--- src/rtl/ps2_pkg.sv ---
// Shared types, PS/2 protocol constants and small helpers for the keyboard
// front end and held-key tracker.
package ps2_pkg;

  typedef enum logic [1:0] {
    IDLE   = 2'd0,
    DATA   = 2'd1,
    PARITY = 2'd2,
    STOP   = 2'd3
  } frame_state_t;

  typedef struct packed {
    logic       ext;
    logic [7:0] code;
  } key_entry_t;

  localparam logic [7:0] PS2_EXT  = 8'hE0;
  localparam logic [7:0] PS2_BRK  = 8'hF0;
  localparam logic [7:0] PS2_BAT  = 8'hAA;
  localparam logic [7:0] PS2_ERR0 = 8'h00;
  localparam logic [7:0] PS2_ERR1 = 8'hFF;

  // PS/2 uses odd parity over the data byte plus the parity bit.
  function automatic logic odd_weight(input logic [8:0] bits);
    return ^bits;
  endfunction

  // True for bytes that describe a key; prefixes and keyboard status codes are not keys.
  function automatic logic is_key_code(input logic [7:0] code);
    logic key;
    case (code)
      PS2_EXT, PS2_BRK, PS2_BAT, PS2_ERR0, PS2_ERR1: key = 1'b0;
      default:                                       key = 1'b1;
    endcase
    return key;
  endfunction

endpackage

--- src/rtl/ps2_frame_rx.sv ---
// PS/2 line conditioning and 11-bit frame receiver: synchronizers, clock
// glitch filter, start/data/parity/stop FSM and inactivity timeout.
module ps2_frame_rx
  import ps2_pkg::*;
#(
  parameter int FILTER_LEN     = 8,
  parameter int TIMEOUT_CYCLES = 50000
) (
  input  logic       Clk,
  input  logic       reset,
  input  logic       psClk,
  input  logic       psData,
  output logic       byte_valid,
  output logic [7:0] rx_byte,
  output logic       frame_err
);

  localparam int FW = $clog2(FILTER_LEN + 1);
  localparam int TW = $clog2(TIMEOUT_CYCLES + 1);

  logic          clk_meta, clk_sync;
  logic          data_meta, data_sync;
  logic          filt_clk, filt_prev;
  logic [FW-1:0] filt_cnt;
  logic [TW-1:0] tcount;

  frame_state_t  state, next_state;
  logic [7:0]    shift;
  logic [2:0]    bit_cnt;
  logic          par_bit;

  logic          fall;
  logic          timeout;
  logic          stop_fall;
  logic          good;

  // Two-flop synchronizers; both lines idle high.
  always_ff @(posedge Clk) begin
    if (reset) begin
      clk_meta  <= 1'b1;
      clk_sync  <= 1'b1;
      data_meta <= 1'b1;
      data_sync <= 1'b1;
    end else begin
      clk_meta  <= psClk;
      clk_sync  <= clk_meta;
      data_meta <= psData;
      data_sync <= data_meta;
    end
  end

  // Filtered clock follows the synchronized clock only after a stable run of FILTER_LEN samples.
  always_ff @(posedge Clk) begin
    if (reset) begin
      filt_clk  <= 1'b1;
      filt_prev <= 1'b1;
      filt_cnt  <= '0;
    end else begin
      filt_prev <= filt_clk;
      if (clk_sync == filt_clk) begin
        filt_cnt <= '0;
      end else if (filt_cnt == FW'(FILTER_LEN - 1)) begin
        filt_clk <= clk_sync;
        filt_cnt <= '0;
      end else begin
        filt_cnt <= filt_cnt + FW'(1);
      end
    end
  end

  assign fall = filt_prev & ~filt_clk;

  // Frame state register.
  always_ff @(posedge Clk) begin
    if (reset) begin
      state <= IDLE;
    end else begin
      state <= next_state;
    end
  end

  // Next-state logic; a falling edge always wins over an expiring timeout.
  always_comb begin
    next_state = state;
    case (state)
      IDLE: begin
        if (fall && !data_sync) next_state = DATA;
        else                    next_state = IDLE;
      end
      DATA: begin
        if (timeout)                      next_state = IDLE;
        else if (fall && bit_cnt == 3'd7) next_state = PARITY;
        else                              next_state = DATA;
      end
      PARITY: begin
        if (timeout)   next_state = IDLE;
        else if (fall) next_state = STOP;
        else           next_state = PARITY;
      end
      STOP: begin
        if (timeout || fall) next_state = IDLE;
        else                 next_state = STOP;
      end
      default: next_state = IDLE;
    endcase
  end

  // Frame qualification terms.
  always_comb begin
    timeout   = (state != IDLE) && !fall && (tcount == TW'(TIMEOUT_CYCLES - 1));
    stop_fall = (state == STOP) && fall;
    good      = data_sync && odd_weight({par_bit, shift});
  end

  // Shift register, bit counter, parity capture, timeout counter and result strobes.
  always_ff @(posedge Clk) begin
    if (reset) begin
      shift      <= 8'h00;
      bit_cnt    <= 3'd0;
      par_bit    <= 1'b0;
      tcount     <= '0;
      byte_valid <= 1'b0;
      frame_err  <= 1'b0;
      rx_byte    <= 8'h00;
    end else begin
      if (state == DATA && fall) begin
        shift   <= {data_sync, shift[7:1]};
        bit_cnt <= bit_cnt + 3'd1;
      end else if (state == IDLE) begin
        bit_cnt <= 3'd0;
      end else begin
        bit_cnt <= bit_cnt;
      end

      if (state == PARITY && fall) par_bit <= data_sync;
      else                         par_bit <= par_bit;

      if (state == IDLE || fall)                   tcount <= '0;
      else if (tcount != TW'(TIMEOUT_CYCLES - 1)) tcount <= tcount + TW'(1);
      else                                         tcount <= tcount;

      byte_valid <= stop_fall && good;
      frame_err  <= stop_fall && !good;
      if (stop_fall) rx_byte <= shift;
      else           rx_byte <= rx_byte;
    end
  end

endmodule

--- src/rtl/ps2_key_tracker.sv ---
// PS/2 keyboard front end: E0/F0 prefix decode and a recency-ordered table of
// held keys (slot 0 = most recently pressed).
module ps2_key_tracker
  import ps2_pkg::*;
#(
  parameter int NUM_SLOTS      = 4,
  parameter int FILTER_LEN     = 8,
  parameter int TIMEOUT_CYCLES = 50000
) (
  input  logic                             Clk,
  input  logic                             reset,
  input  logic                             psClk,
  input  logic                             psData,
  output logic [NUM_SLOTS*8-1:0]           key_code,
  output logic [NUM_SLOTS-1:0]             key_ext,
  output logic [$clog2(NUM_SLOTS+1)-1:0]   keyCount,
  output logic                             press,
  output logic                             keyFull,
  output logic                             scan_valid,
  output logic [7:0]                       scan_code,
  output logic                             scan_ext,
  output logic                             scan_break,
  output logic                             frame_err
);

  localparam int              CW   = $clog2(NUM_SLOTS + 1);
  localparam logic [CW-1:0]   FULL = CW'(NUM_SLOTS);

  logic                 rx_valid;
  logic [7:0]           rx_byte;
  logic                 rx_err;

  logic                 ext_pend, brk_pend;
  key_entry_t           slots     [NUM_SLOTS];
  key_entry_t           nxt_slots [NUM_SLOTS];
  logic [CW-1:0]        nxt_count;
  logic [NUM_SLOTS-1:0] hit_vec;
  logic                 hit;
  int                   hit_idx;
  logic                 is_event;
  key_entry_t           ev;

  ps2_frame_rx #(
    .FILTER_LEN     (FILTER_LEN),
    .TIMEOUT_CYCLES (TIMEOUT_CYCLES)
  ) u_rx (
    .Clk        (Clk),
    .reset      (reset),
    .psClk      (psClk),
    .psData     (psData),
    .byte_valid (rx_valid),
    .rx_byte    (rx_byte),
    .frame_err  (rx_err)
  );

  // Event qualification and lookup of the (code, ext) pair among occupied slots.
  always_comb begin
    ev       = '{ext: ext_pend, code: rx_byte};
    is_event = rx_valid && is_key_code(rx_byte);
    hit_idx  = 0;
    for (int i = NUM_SLOTS - 1; i >= 0; i--) begin
      hit_vec[i] = (CW'(i) < keyCount) && (slots[i] == ev);
      hit_idx    = hit_vec[i] ? i : hit_idx;
    end
    hit = |hit_vec;
  end

  // Next table: insert a new make at slot 0, close the gap left by a matching break.
  always_comb begin
    nxt_slots = slots;
    nxt_count = keyCount;
    if (is_event && !brk_pend && !hit) begin
      for (int i = 1; i < NUM_SLOTS; i++) nxt_slots[i] = slots[i-1];
      nxt_slots[0] = ev;
      nxt_count    = (keyCount == FULL) ? keyCount : keyCount + CW'(1);
    end else if (is_event && brk_pend && hit) begin
      for (int i = 0; i < NUM_SLOTS - 1; i++) begin
        nxt_slots[i] = (i >= hit_idx) ? slots[i+1] : slots[i];
      end
      nxt_slots[NUM_SLOTS-1] = '0;
      nxt_count              = keyCount - CW'(1);
    end else begin
      nxt_slots = slots;
      nxt_count = keyCount;
    end
  end

  // Table, status flags, event strobe and prefix state.
  always_ff @(posedge Clk) begin
    if (reset) begin
      for (int i = 0; i < NUM_SLOTS; i++) slots[i] <= '0;
      keyCount   <= '0;
      press      <= 1'b0;
      keyFull    <= 1'b0;
      scan_valid <= 1'b0;
      scan_code  <= 8'h00;
      scan_ext   <= 1'b0;
      scan_break <= 1'b0;
      frame_err  <= 1'b0;
      ext_pend   <= 1'b0;
      brk_pend   <= 1'b0;
    end else begin
      slots      <= nxt_slots;
      keyCount   <= nxt_count;
      press      <= (nxt_count != '0);
      keyFull    <= (nxt_count == FULL);
      scan_valid <= is_event;
      frame_err  <= rx_err;

      if (is_event) begin
        scan_code  <= rx_byte;
        scan_ext   <= ext_pend;
        scan_break <= brk_pend;
      end else begin
        scan_code  <= scan_code;
        scan_ext   <= scan_ext;
        scan_break <= scan_break;
      end

      // A damaged frame may have been a prefix, so pending prefixes are dropped.
      if (rx_err) begin
        ext_pend <= 1'b0;
        brk_pend <= 1'b0;
      end else if (rx_valid) begin
        case (rx_byte)
          PS2_EXT: ext_pend <= 1'b1;
          PS2_BRK: brk_pend <= 1'b1;
          PS2_BAT, PS2_ERR0, PS2_ERR1: begin
            ext_pend <= ext_pend;
            brk_pend <= brk_pend;
          end
          default: begin
            ext_pend <= 1'b0;
            brk_pend <= 1'b0;
          end
        endcase
      end else begin
        ext_pend <= ext_pend;
        brk_pend <= brk_pend;
      end
    end
  end

  // Flatten the slot table onto the output buses.
  always_comb begin
    key_code = '0;
    key_ext  = '0;
    for (int i = 0; i < NUM_SLOTS; i++) begin
      key_code[8*i +: 8] = slots[i].code;
      key_ext[i]         = slots[i].ext;
    end
  end

endmodule

--- config.mk ---
export PLATFORM = sky130hd
export DESIGN_NAME = ps2_key_tracker
export DESIGN_NICKNAME = d
export VERILOG_FILES = /design/src/rtl/ps2_pkg.sv /design/src/rtl/ps2_frame_rx.sv /design/src/rtl/ps2_key_tracker.sv
export SDC_FILE = /design/constraint.sdc
export NUM_CORES = 1
export LEC_CHECK = 0
export BUFFER_PORTS_ARGS = -buffer_cell sky130_fd_sc_hd__buf_2
export CORE_AREA = 3 3 96 98
export DETAILED_ROUTE_END_ITERATION = 6
export DIE_AREA = 0 0 99 101
export HOLD_SLACK_MARGIN = 0.03
export PLACE_DENSITY = 0.88
export SYNTH_ARGS = -nofsm -noshare
export SYNTH_HDL_FRONTEND = slang
export SYNTH_SLANG_ARGS = --single-unit
--- constraint.sdc ---
create_clock -name Clk -period 4.96 [get_ports Clk]
set_input_delay 0.496 -clock Clk [delete_from_list [all_inputs] [get_ports Clk]]
set_output_delay 0.496 -clock Clk [all_outputs]
set_load 0.01 [all_outputs]
**Yosys cells after proc, flatten, opt, wreduce, memory -nomap -nowiden**

Cells that the tools add are included.

- Logic and storage cells: 141
- Bits of input ports: 4
- Register bits: 105
- Output and inout port bits: 53

- Reduce and logical (&&, ||, !) cells: 49
- Equal/unequal tests: 18
- Magnitude comparators: 7
- Add/subtract/negate cells: 5
- Bitwise gates (word level): 5
- Multiplexer cells: 24

Operators with widths:

| cell | number |
|---|---|
| 36-bit two-way mux | 2 |
| 9-bit equality test | 4 |
| 8-bit equality test (second input constant) | 4 |
| 9-bit two-way mux | 3 |
| 1-bit logical AND | 19 |
| 16-bit by 1-bit adder with 16-bit output (second input constant) | 1 |
| 16-bit equality test (second input constant) | 1 |
| 2-bit two-way mux | 8 |
| 16-bit != test (second input constant) | 1 |
| 3-bit two-way mux | 5 |
| 2-bit AND reduction | 6 |
| 2-bit nonzero test | 6 |
| 4-bit OR reduction | 3 |
| 3-bit equality test (second input constant) | 3 |
| 9-bit parity | 1 |
| 8-bit logical NOT | 1 |
| 2-bit case mux with 4 select lines | 1 |
| 3-bit by 1-bit adder with 3-bit output (second input constant) | 2 |
| 1-bit by 3-bit less-than comparator with 1-bit output (first input constant) | 2 |
| 2-bit by 3-bit less-than comparator with 1-bit output (first input constant) | 2 |
| 1-bit logical NOT | 5 |
| 5-bit OR reduction | 1 |
| 4-bit by 1-bit adder with 4-bit output (second input constant) | 1 |
| 2-bit equality test (second input constant) | 2 |
| 15 further kinds | 24 |

**Longest topological paths before layout**

- Depth in word-level cells: 10
- Mapped depth: 11
- Gate-level depth less buffers: 8

**Hierarchy**

Synthesis repeated with hierarchy kept, for this count alone.

- Cells, all modules: 589
- Area, all modules: 5200.0 um^2

Modules (own cells, without submodules):

| module | instances | sequential area each (um^2) | cells each | area an instance (um^2) |
|---|---|---|---|---|
| ps2_key_tracker | 1 | 1101.1 | 355 | 3119.2 |
| ps2_frame_rx | 1 | 1001.0 | 234 | 2080.7 |

**Worst setup path after synthesis**

Ideal clock, no wire load.

- Kind: reg-to-reg
- Start point: reg u_rx.rx_byte[1]
- End point: reg slots, in the netlist key_code[24]
- Data arrival time: 2.570 ns
- Cell stages (with the launch flop): 10
- Clock period less this slack: 2.630 ns
- Path slack: 2.330 ns
- Required time: 4.900 ns
- Library setup time: 0.060 ns
- Buffers on the path: 3
- Cell sequence: dfxtp_1 -> buf_6 -> or4_1 -> a2111o_1 -> o221a_1 -> buf_6 -> and2_4 -> buf_6 -> a21oi_1 -> a22o_1

- Cells in the longest elaborated chain, start to end: 7
- Elaborated cells between the ends (all ways): 24
- Those cells by class: 8 x eq/ne; 2 x mux; 14 x reduce/logical

Ends and longest elaborated chain:

| what | RTL line | source |
|---|---|---|
| from (decl) | ps2_frame_rx.sv:14 | `output logic [7:0] rx_byte,` |
| from (signal assigned) | ps2_frame_rx.sv:144 | `if (stop_fall) rx_byte <= shift;` |
| from (signal assigned) | ps2_frame_rx.sv:145 | `else rx_byte <= rx_byte;` |
| 8-bit equality test / 8-bit logical NOT (equally long branches) | ps2_pkg.sv:31 | `case (code)` |
| 5-bit OR reduction | ps2_pkg.sv:31 |  |
| 1-bit two-way mux | ps2_pkg.sv:31 |  |
| 1-bit logical AND | ps2_key_tracker.sv:59 | `is_event = rx_valid && is_key_code(rx_byte);` |
| 1-bit logical AND (on tied branches) (2 in series) | ps2_key_tracker.sv:72, ps2_key_tracker.sv:76 |  |
| 36-bit two-way mux / 2-bit nonzero test (equally long branches) | n/a |  |
| to (signal assigned) | ps2_key_tracker.sv:103 | `slots <= nxt_slots;` |
| to (decl) | ps2_key_tracker.sv:34 | `key_entry_t slots [NUM_SLOTS];` |

Several ways; a longest one is shown, not always the timed one.
A chain may end at the register's enable or synchronous reset.

**Worst setup path in the final report**

- Start point: reg u_rx.rx_byte[1]
- End point: reg slots, in the netlist key_code[27]

Same word-level chain as after synthesis.

==> run summary <==
vias per cell: 5.83
Max-slew headroom: 0.370
Post-Synthesis Cells: 559
VDD IR max: 0.163 mV
clk slew on worst S/H paths: 0.10 ns
DRC viols: 0
Post-Syn Area per Cell: 8.65 µm²
Detail Placement HPWL: 7870 µm
Top FF cell, synth: dfxtp_1
Static Leak: 2.05 nW
commonest cells after routing, fill and taps aside: 105 x dfxtp_1, 65 x nand2_1, 58 x nor2_1
footprint of the multi-input gates: 2410 µm²
Seq/Total Area, Yosys: 0.435
Crit. End Element: register
CTS root buf: clkbuf_8
Final ANT Viol Nets: 0
Worst EP required: 5.23 ns
# setup viols final: 0
Sw Pwr: 323 µW
CTS Hold Buffers Added: 0
CTS Buffer Depth: 2
first-pass GRT wire length: 18,300 µm
Slew Limit Fails: 0
Synth area leaders: dfxtp_1 43%, xnor2_1 7.4%, a21oi_1 5.2%
GR Util met3: 0.0540
WL final: 11,200 µm
TritonCTS Buffers: 9
H-tree Lvls: 3
power share of the combinational group: 0.014
top-level I/O count: 57
die width: 99 µm
pre-CTS setup slack: 1.55 ns
number of fill cells in the layout: 719
post-route clock period utilization: 0.702
clock power share: 0.374
mapped cell area: 4830 µm²
1st-iter DRT viols: 278
most common cell after layout, fill and taps aside: dfxtp_1
status: finished, final reports clean
largest net degree at the start of global routing: 57
routed wire length per instance: 15.8 µm
Post-synth EDFFs: 0
Worst setup SP type: register
TritonRoute pass-1 iters: 4
GR Util All Layers: 0.226
Setup CP Type: register to register
Final min period: 3.48 ns
sum of negative setup slack: 0 ns
Core ar.: 8550 µm²
pwr dens: 264 nW/µm²
die height: 101 µm
Max Fanout on Critical Path: 28
Mapped Nets: 570
Final Hold Vio Count: 0
post-layout worst setup margin: 1.48 ns
antenna cell count: 0
Area growth syn-to-layout: 8.39%
Net count, final: 602
sequential cell area: 2100 µm²
number of buffers added on ports: 56
TritonCTS clock tree: built
Seq cells post-synth: 105
Die ar.: 10000 µm²
Post-CTS Resized: 0
yosys warns: 0
Worst Clk Skew: 0.0148 ns
gr ovfl total: 0
busiest grt layer: met2
Async SR Flop Fraction: 0
routability congestion estimate: 0.912
Post-CTS Setup Bufs: 0
clock sinks: 105
row cnt: 34
vias after detailed routing: 4,104
FMAX: 287 MHz
Slew @ Worst Pin: 0.945 ns
cell taking the most area after synthesis: dfxtp_1
Worst Hold Class: input port to register
GRT met2 Usage: 0.374
vias in the first global route: 3,795
Synth cell types: 53
insertion delay to the later sink of the worst-skew pair: 0.37 ns
Pint: 1.06 mW
Initial Util: 0.565
share of post-route cells with drive strength above 1: 0.148
switching portion of total power: 0.234
GRT met1 Usage: 0.286
initial antenna violation count: 0
RSZ-0062 raised after global routing: no
sequential share of power: 0.612
max_cap viols: 0
WP data arrival: 3.75 ns
top-area cell type share of the netlist area: 0.435
==> critical path: stages, from the launching register on <==
cell and delay [ns]:
dfxtp_1 0.45, or4_1 0.57, a2111o_1 0.44, o221a_1 0.37, nand2_4 0.17, or3_1 0.75, nor2_1 0.34, a22o_1 0.28
==> cell type report <==
class	count	area share
multi-input cells	387	0.460
flip-flops and latches	105	0.401
repair buffers	56	0.0535
clock buffers	10	0.0263
well taps	108	0.0258
inverters	32	0.0229
clock inverters	6	0.0107
==> final timing paths <==
check	startpoint	to	slack, ns	cells past startpoint
max reg2reg	u_rx.rx_byte[1]	key_code[27]	1.48	7
min reg2reg	u_rx.data_meta	u_rx.data_sync	0.41	1
max	u_rx.rx_byte[1]	key_code[27]	1.48	7
min	psClk	u_rx.clk_meta	0.31	2
==> cells by family after synthesis <==
kind of cell,count (synthesis),share of synthesized area
adder cells (fa/ha/maj),7,0.0181
multiplexers,7,0.0150
flip-flops,105,0.435
XOR/XNOR,63,0.114
buffers and inverters,67,0.0670
AO/OA/AOI/OAI,112,0.159
AND/OR/NAND/NOR,198,0.192
==> registers in the layout (all words and copies together) (netlist names), 3 cells and up <==
name           cells
keyCount           3
key_code          32
key_ext            4
scan_code          8
u_rx.bit_cnt       3
u_rx.filt_cnt      4
u_rx.rx_byte       8
u_rx.shift         8
u_rx.tcount       16
==> power groups by stage <==
stage | sequential [mW] | clock [mW] | combinational [mW]
floorplan | 0.864 | 0 | 0.0156
global placement | 0.865 | 0 | 0.0188
detailed placement | 0.865 | 0 | 0.0196
CTS | 0.845 | 0.526 | 0.0196
global route | 0.846 | 0.562 | 0.0219
finish | 0.845 | 0.517 | 0.0196
==> metrics by stage <==
step / total power [mW] / hold WS [ns] / cells / utilization / cell area (µm²)
final: 1.38 / 0.307 / 704 / 0.613 / 5240
after global routing: 1.43 / 0.287 / 704 / 0.613 / 5240
after CTS: 1.39 / 0.295 / 704 / 0.613 / 5240
after detailed placement: 0.884 / 0.407 / 688 / 0.590 / 5050
after global placement: 0.883 / 0.390 / 688 / 0.590 / 5050
after floorplan: 0.880 / 0.389 / 559 / - / 4830
==> synthesized netlist by cell type, types with 2 or more instances <==
library cell and count:
nor3_1 11, and2_1 2, xnor2_1 41, xor2_1 22, and3_1 6, o221ai_1 18
a21oi_1 50, or2_2 7, a2111oi_1 4, nor2b_1 7, mux2i_1 5, o21ai_0 5
a311oi_1 2, or3_1 4, nand2b_1 2, a22o_1 9, nor4b_1 2, a21o_1 2
a2111oi_0 5, nand2_1 65, buf_2 9, ha_1 7, nand3_1 10, nand4_1 13
dfxtp_1 105, o21ai_2 2, clkbuf_1 17, nor4_1 4, a31oi_1 2, a22oi_1 2
buf_6 4, a211oi_1 2, nor2_1 58, buf_4 3, or4_1 2, inv_1 32
mux2_2 2
==> metal layers <==
metal,wire (µm),up-vias
met5,0,-
met4,242,0
met3,834,22
met2,5460,165
met1,4620,1942
li1,-,1975
(Power assumes the default switching activity.)
